$ cat src/rtl/sevenseg_pkg.sv
// sevenseg_pkg: shared defaults, anode constant, nibble type and width helper for the scanner
package sevenseg_pkg;
    localparam int NDIG_DEF = 4;
    localparam logic [7:0] AN_OFF = 8'hFF;
    typedef logic [3:0] nibble_t;
    function automatic int width_of(input int n);
        return (n < 2) ? 1 : $clog2(n);
    endfunction
    localparam int CNT_W_DEF = width_of(100000);
    localparam int DSEL_W_DEF = width_of(NDIG_DEF);
endpackage

$ cat src/rtl/scan_prescaler.sv
// scan_prescaler: slot-cycle counter that wraps every TICK_DIV cycles and is held at 0 while disabled
module scan_prescaler
    import sevenseg_pkg::*;
#(
    parameter int TICK_DIV = 100000,
    parameter int CW = width_of(TICK_DIV)
)(
    input  logic          clk,
    input  logic          rst_n,
    input  logic          en,
    output logic [CW-1:0] cnt,
    output logic          tick
);
    logic last;
    assign last = cnt == CW'(TICK_DIV - 1);
    assign tick = en && last;
    always_ff @(posedge clk or negedge rst_n) begin
        if (!rst_n) cnt <= '0;
        else cnt <= (!en || last) ? '0 : cnt + CW'(1);
    end
endmodule

$ cat src/rtl/sevenseg_scan.sv
// sevenseg_scan: double-buffered multiplexed hex display scanner with active-low anodes
// Define SEVENSEG_LZB_EN to blank digits above the most significant non-zero nibble.
module sevenseg_scan
    import sevenseg_pkg::*;
#(
    parameter int NDIG = NDIG_DEF,
    parameter int TICK_DIV = 100000,
    parameter int BLANK_CYC = 64
)(
    input  logic              clk,
    input  logic              rst_n,
    input  logic              en,
    input  logic [4*NDIG-1:0] value_in,
    input  logic              load,
    output logic              upd_pending,
    output nibble_t           hex,
    output logic [NDIG-1:0]   an,
    output logic              frame_tick
);
    localparam int CW = width_of(TICK_DIV);
    localparam int DW = width_of(NDIG);
    logic [CW-1:0] cnt;
    logic [DW-1:0] dsel;
    logic [4*NDIG-1:0] disp, pend_val;
    logic tick, commit, take, dark;
    scan_prescaler #(.TICK_DIV(TICK_DIV), .CW(CW)) u_pre (
        .clk(clk), .rst_n(rst_n), .en(en), .cnt(cnt), .tick(tick)
    );
    assign commit = tick && dsel == DW'(NDIG - 1);
    // While disabled every cycle acts as a commit point so disp is current on resume.
    assign take = commit || !en;
`ifdef SEVENSEG_LZB_EN
    logic [DW-1:0] msd;
    always_comb begin
        msd = '0;
        for (int i = 1; i < NDIG; i++)
            if (disp[4*i +: 4] != 4'h0) msd = DW'(i);
    end
    assign dark = !en || int'(cnt) < BLANK_CYC || dsel > msd;
`else
    assign dark = !en || int'(cnt) < BLANK_CYC;
`endif
    always_ff @(posedge clk or negedge rst_n) begin
        if (!rst_n) begin
            dsel <= '0;
            disp <= '0;
            pend_val <= '0;
            upd_pending <= 1'b0;
            hex <= '0;
            an <= AN_OFF[NDIG-1:0];
            frame_tick <= 1'b0;
        end else begin
            dsel <= !en ? '0 : tick ? (dsel == DW'(NDIG - 1) ? '0 : dsel + DW'(1)) : dsel;
            if (take) begin
                if (load) disp <= value_in;
                else if (upd_pending) disp <= pend_val;
                upd_pending <= 1'b0;
            end else if (load) begin
                pend_val <= value_in;
                upd_pending <= 1'b1;
            end
            hex <= disp[4*dsel +: 4];
            an <= dark ? AN_OFF[NDIG-1:0] : ~(NDIG'(1) << dsel);
            frame_tick <= commit;
        end
    end
endmodule

$ cat config.mk
export PLATFORM = sky130hd
export DESIGN_NAME = sevenseg_scan
export DESIGN_NICKNAME = d
export VERILOG_FILES = /design/src/rtl/sevenseg_pkg.sv /design/src/rtl/scan_prescaler.sv /design/src/rtl/sevenseg_scan.sv
export SDC_FILE = /design/constraint.sdc
export NUM_CORES = 1
export LEC_CHECK = 0
export ABC_AREA = 1
export CORE_AREA = 4 4 94 96
export CTS_CLUSTER_SIZE = 28
export DETAILED_ROUTE_END_ITERATION = 7
export DIE_AREA = 0 0 98 100
export PLACE_DENSITY = 0.6
export SLEW_MARGIN = 20
export SYNTH_ARGS = -nofsm -noshare
export SYNTH_HDL_FRONTEND = slang
export SYNTH_SLANG_ARGS = --single-unit
export TNS_END_PERCENT = 1
$ cat constraint.sdc
create_clock -name clk -period 1.8 [get_ports clk]
set_input_delay 0.27 -clock clk [delete_from_list [all_inputs] [get_ports clk]]
set_output_delay 0.27 -clock clk [all_outputs]
set_load 0.02 [all_outputs]
==> summary.md <==
| Metric | Value |
|---|---|
| Total wire length | between 6000 and 7000 µm |
| Row cnt | 33 |
| Clock network fraction of design power | 32.5% |
| Setup ws final | 92.2 ps |
| Critical path arrival | approximately 1400 ps |
| CTS max path bufs | 2 |
| Hold WC Path Type | reg -> reg |
| Area Growth Syn to Fin | 24.7% |
| Sequential cell area fraction in the yosys report | 50.0% |
| Worst hold slack | between 400 and 500 ps |
| Initial DRC Count | approximately 180 |
| Synth Area in Compound Gates | 11.6% |
| Syn Inst Count | 370 |
| Minimum clock period | approximately 1700 ps |
| Pre-antenna DRT Iters | 4 |
| Synthesized area per cell | 8.28 µm² |
| Synth Warn # | 0 |
| Cts bufs inserted | 9 |
| Vias | 2536 |
| Logic pwr share | a little under a fifth |
| Clock skew | between 10 and 15 ps |
| First-pass GRT wire length | around 12000 µm |
| Synth Register Bits | 61 |
| Post-route ant nets | 0 |
| Largest net degree at the start of global routing | 62 |
| Post-Place Setup Slack | about 120 ps |
| Delay of the slowest critical-path stage | approximately 590 ps |
| Critical path capture point type | output pin |
| Hold_sp | u_pre.cnt[0] |
| LEAKAGE | 1.81 nW |
| GRT Total Usage | 14.7% |
| Delay-heaviest family, CP | buffers and inverters |
| VDD IR max | around 0.38 mV |
| # fillers | 809 |
| Clock sink count | 61 |
| TritonCTS clock tree | yes |
| Max-Cap Viols | 0 |
| Maximum clock rate | approximately 0.6 GHz |
| Clk slew on worst S/H paths | roughly 70 ps |
| Buf/Inv on CP | 1 |
| Critical path class | reg -> out |
| Antenna violations before repair | 0 |
| Reg2reg end | disp[2] |
| Commonest non-fill, non-tap cell in the layout | nand2_1 |
| Port Buffer Count | 29 |
| Worst path required time | roughly 1500 ps |
| Cell area after synthesis | between 3000 and 4000 µm² |
| Chip height | 100 µm |
| # IOs | 30 |
| Mux cell area share after synthesis | 0% |
| Pint | 0.00230 W |
| DRC Markers | 0 |
| Antenna Cells | 0 |
| Synth Area in XOR/XNOR | 0.857% |
| Status | completed |
| Worst slew pin tran | about 350 ps |
| Hold Vio Cnt, Final | 0 |
| Final non-filler cell total | 533 |
| Routed WL per cell | approximately 13 µm |
| Total grt overflow | 0 |
| Final Core Density | 47.5% |
| Adder-cell area share of the yosys netlist | under 10% |
| Startpoint types | register |
| Worst reg2reg startpoint | u_pre.cnt[0] |
| Yosys cell types | 31 |
| Pins Over Slew Limit | 0 |
| Chip width | between 90 and 100 µm |
| Die area | around 10000 µm² |
| H-Tree Depth | 3 |
| FF-to-FF path depth | 8 |
| Hold path cells | 1 |
| Vias in the first global route | ~2400 |
| Simple-gate portion of the synthesized area | approximately 28% |
| Starting Density | about two fifths |
| Most frequent cells in the layout | nand2_1, dfrtp_1, inv_1, nor2_1, buf_4 |
| Main combinational cell family by area after synthesis | simple AND/OR/NAND/NOR gates |
| Clk_lat worst skew | 340 ps |
| Post-DP HPWL | around 4700 µm |
| Max_slew headroom | about three quarters |
| Layout cell share with drive strength beyond 1 | between 10% and 20% |
| Crit-path cells | clkdlybuf4s50_1 |
| Cell Pwr Density | 834 nW/µm² |
| Net switching power | slightly below 0.0009 W |
| Setup violators final | 0 |
| Clk root buf | clkbuf_8 |
| Net Sw Frac | between 20% and 30% |
| Hold endpoint | u_pre.cnt[0] |
| Synthesized Nets | 395 |
| Critical path's slowest cell | clkdlybuf4s50_1 |
| Reg2Reg Setup Slack | roughly 140 ps |
| Layout net count | approximately 450 |
| Cells after DPL | between 500 and 600 |
| CORE AREA | 8050 µm² |
| Sequential share of power | around 49% |
| GP Congestion | a little over 0.8 |
| Via density per instance | approximately 4.8 |
| Crit Path Max Fanout | 1 |
| Tcrit/Tclk final | roughly 95% |
## cells in the mapped netlist
cell	n	area, µm²
ha_1	5	62.6
o21bai_4	1	18.8
nor4_1	2	12.5
nand3_1	22	110
o21ai_0	28	140
nor3_2	2	20.0
nor3_1	8	40.0
xor2_1	3	26.3
nand2_4	1	11.3
clkinv_1	1	3.75
nand4_2	1	12.5
nor2_1	36	135
buf_4	3	22.5
a31oi_1	2	12.5
o22ai_1	4	25.0
buf_1	2	7.51
nand2_2	1	6.26
a21oi_1	3	15.0
buf_2	5	25.0
nand2_1	89	334
buf_6	1	11.3
nor3b_1	4	30.0
dfrtp_1	57	1430
nor2_2	2	12.5
o21a_1	1	7.51
dfstp_2	4	105
nand3_2	1	10.0
nand4_1	20	125
inv_1	36	135
clkbuf_1	7	26.3
o21bai_1	18	135
## how the worst max path moves through the flow
stage	start	endpoint	slack, ps	cells after the start
floorplan	u_pre.cnt[0]	disp[12]	310	9
global placement	en	u_pre.cnt[13]	140	7
detailed placement	u_pre.cnt[0]	disp[9]	120	8
CTS	an[0]	an[0]	70	1
global route	u_pre.cnt[0]	disp[0]	-0.03	9
finish	an[0]	an[0]	90	1
## sequential cells by signal, indices dropped and copies added, names as in the netlist
register and cells:
dsel 2, an 4, u_pre.cnt 17, pend_val 16, disp 16, upd_pending 1, hex 4, frame_tick 1
## layer usage
layer	track usage [%]	share of wire, %	vias up
met5	0	0	-
met4	5.43	1.3	0
li1	-	-	1323
met3	3.75	3.8	5
met1	22.2	53	1160
met2	20.2	41	48
## layout make-up
cell class,instances,area [µm²],share of cell area (%)
sequential,61,1530,40.1
inverter,37,139,3.63
clock buffer,13,149,3.90
multi-input combinational,254,1310,34.2
timing repair buffer,61,553,14.5
tap,105,131,3.44
clock inverter,2,10.0,0.262
## repair_timing
item,in CTS,in global routing
endpoints found under the hold margin,57,0
hold buffers,1,0
gates resized for setup,0,2
buffers inserted,0,4
setup endpoints to repair,0,28
## cells by family (layout without fill, tap and decap cells)
family,Yosys count,in the layout
compound gates,57,57
xor+xnor,3,3
fa+ha+maj,5,5
buf+inv,55,113
flops,61,61
simple gates,189,189
## worst reg2reg max path: cells and delay by family (launching register included)
family                     cells  cell delay, ps
and+or+nand+nor                5             530
buffers and inverters          1             220
AOI/OAI and AO/OA              1             290
adders and majority gates      1             200
DFF                            1             360
## metrics by stage
step	power [W]	TNS, ps	cell area [µm²]
global placement	0.00216	0	3620
detailed placement	0.00217	0	3620
finish	0.00319	0	3820
CTS	0.00321	0	3790
floorplan	0.00192	0	3070
global route	0.00339	-0.0333	3820
## power by group through the flow
stage | sequential (W) | clock [W] | combinational, W
floorplan | 0.00163 | 0 | 0.000292
global placement | 0.00160 | 0 | 0.000567
detailed placement | 0.00160 | 0 | 0.000572
CTS | 0.00157 | 0.00106 | 0.000575
global route | 0.00159 | 0.00115 | 0.000654
finish | 0.00157 | 0.00104 | 0.000577
Note: power is estimated with default switching activity, not from simulation.
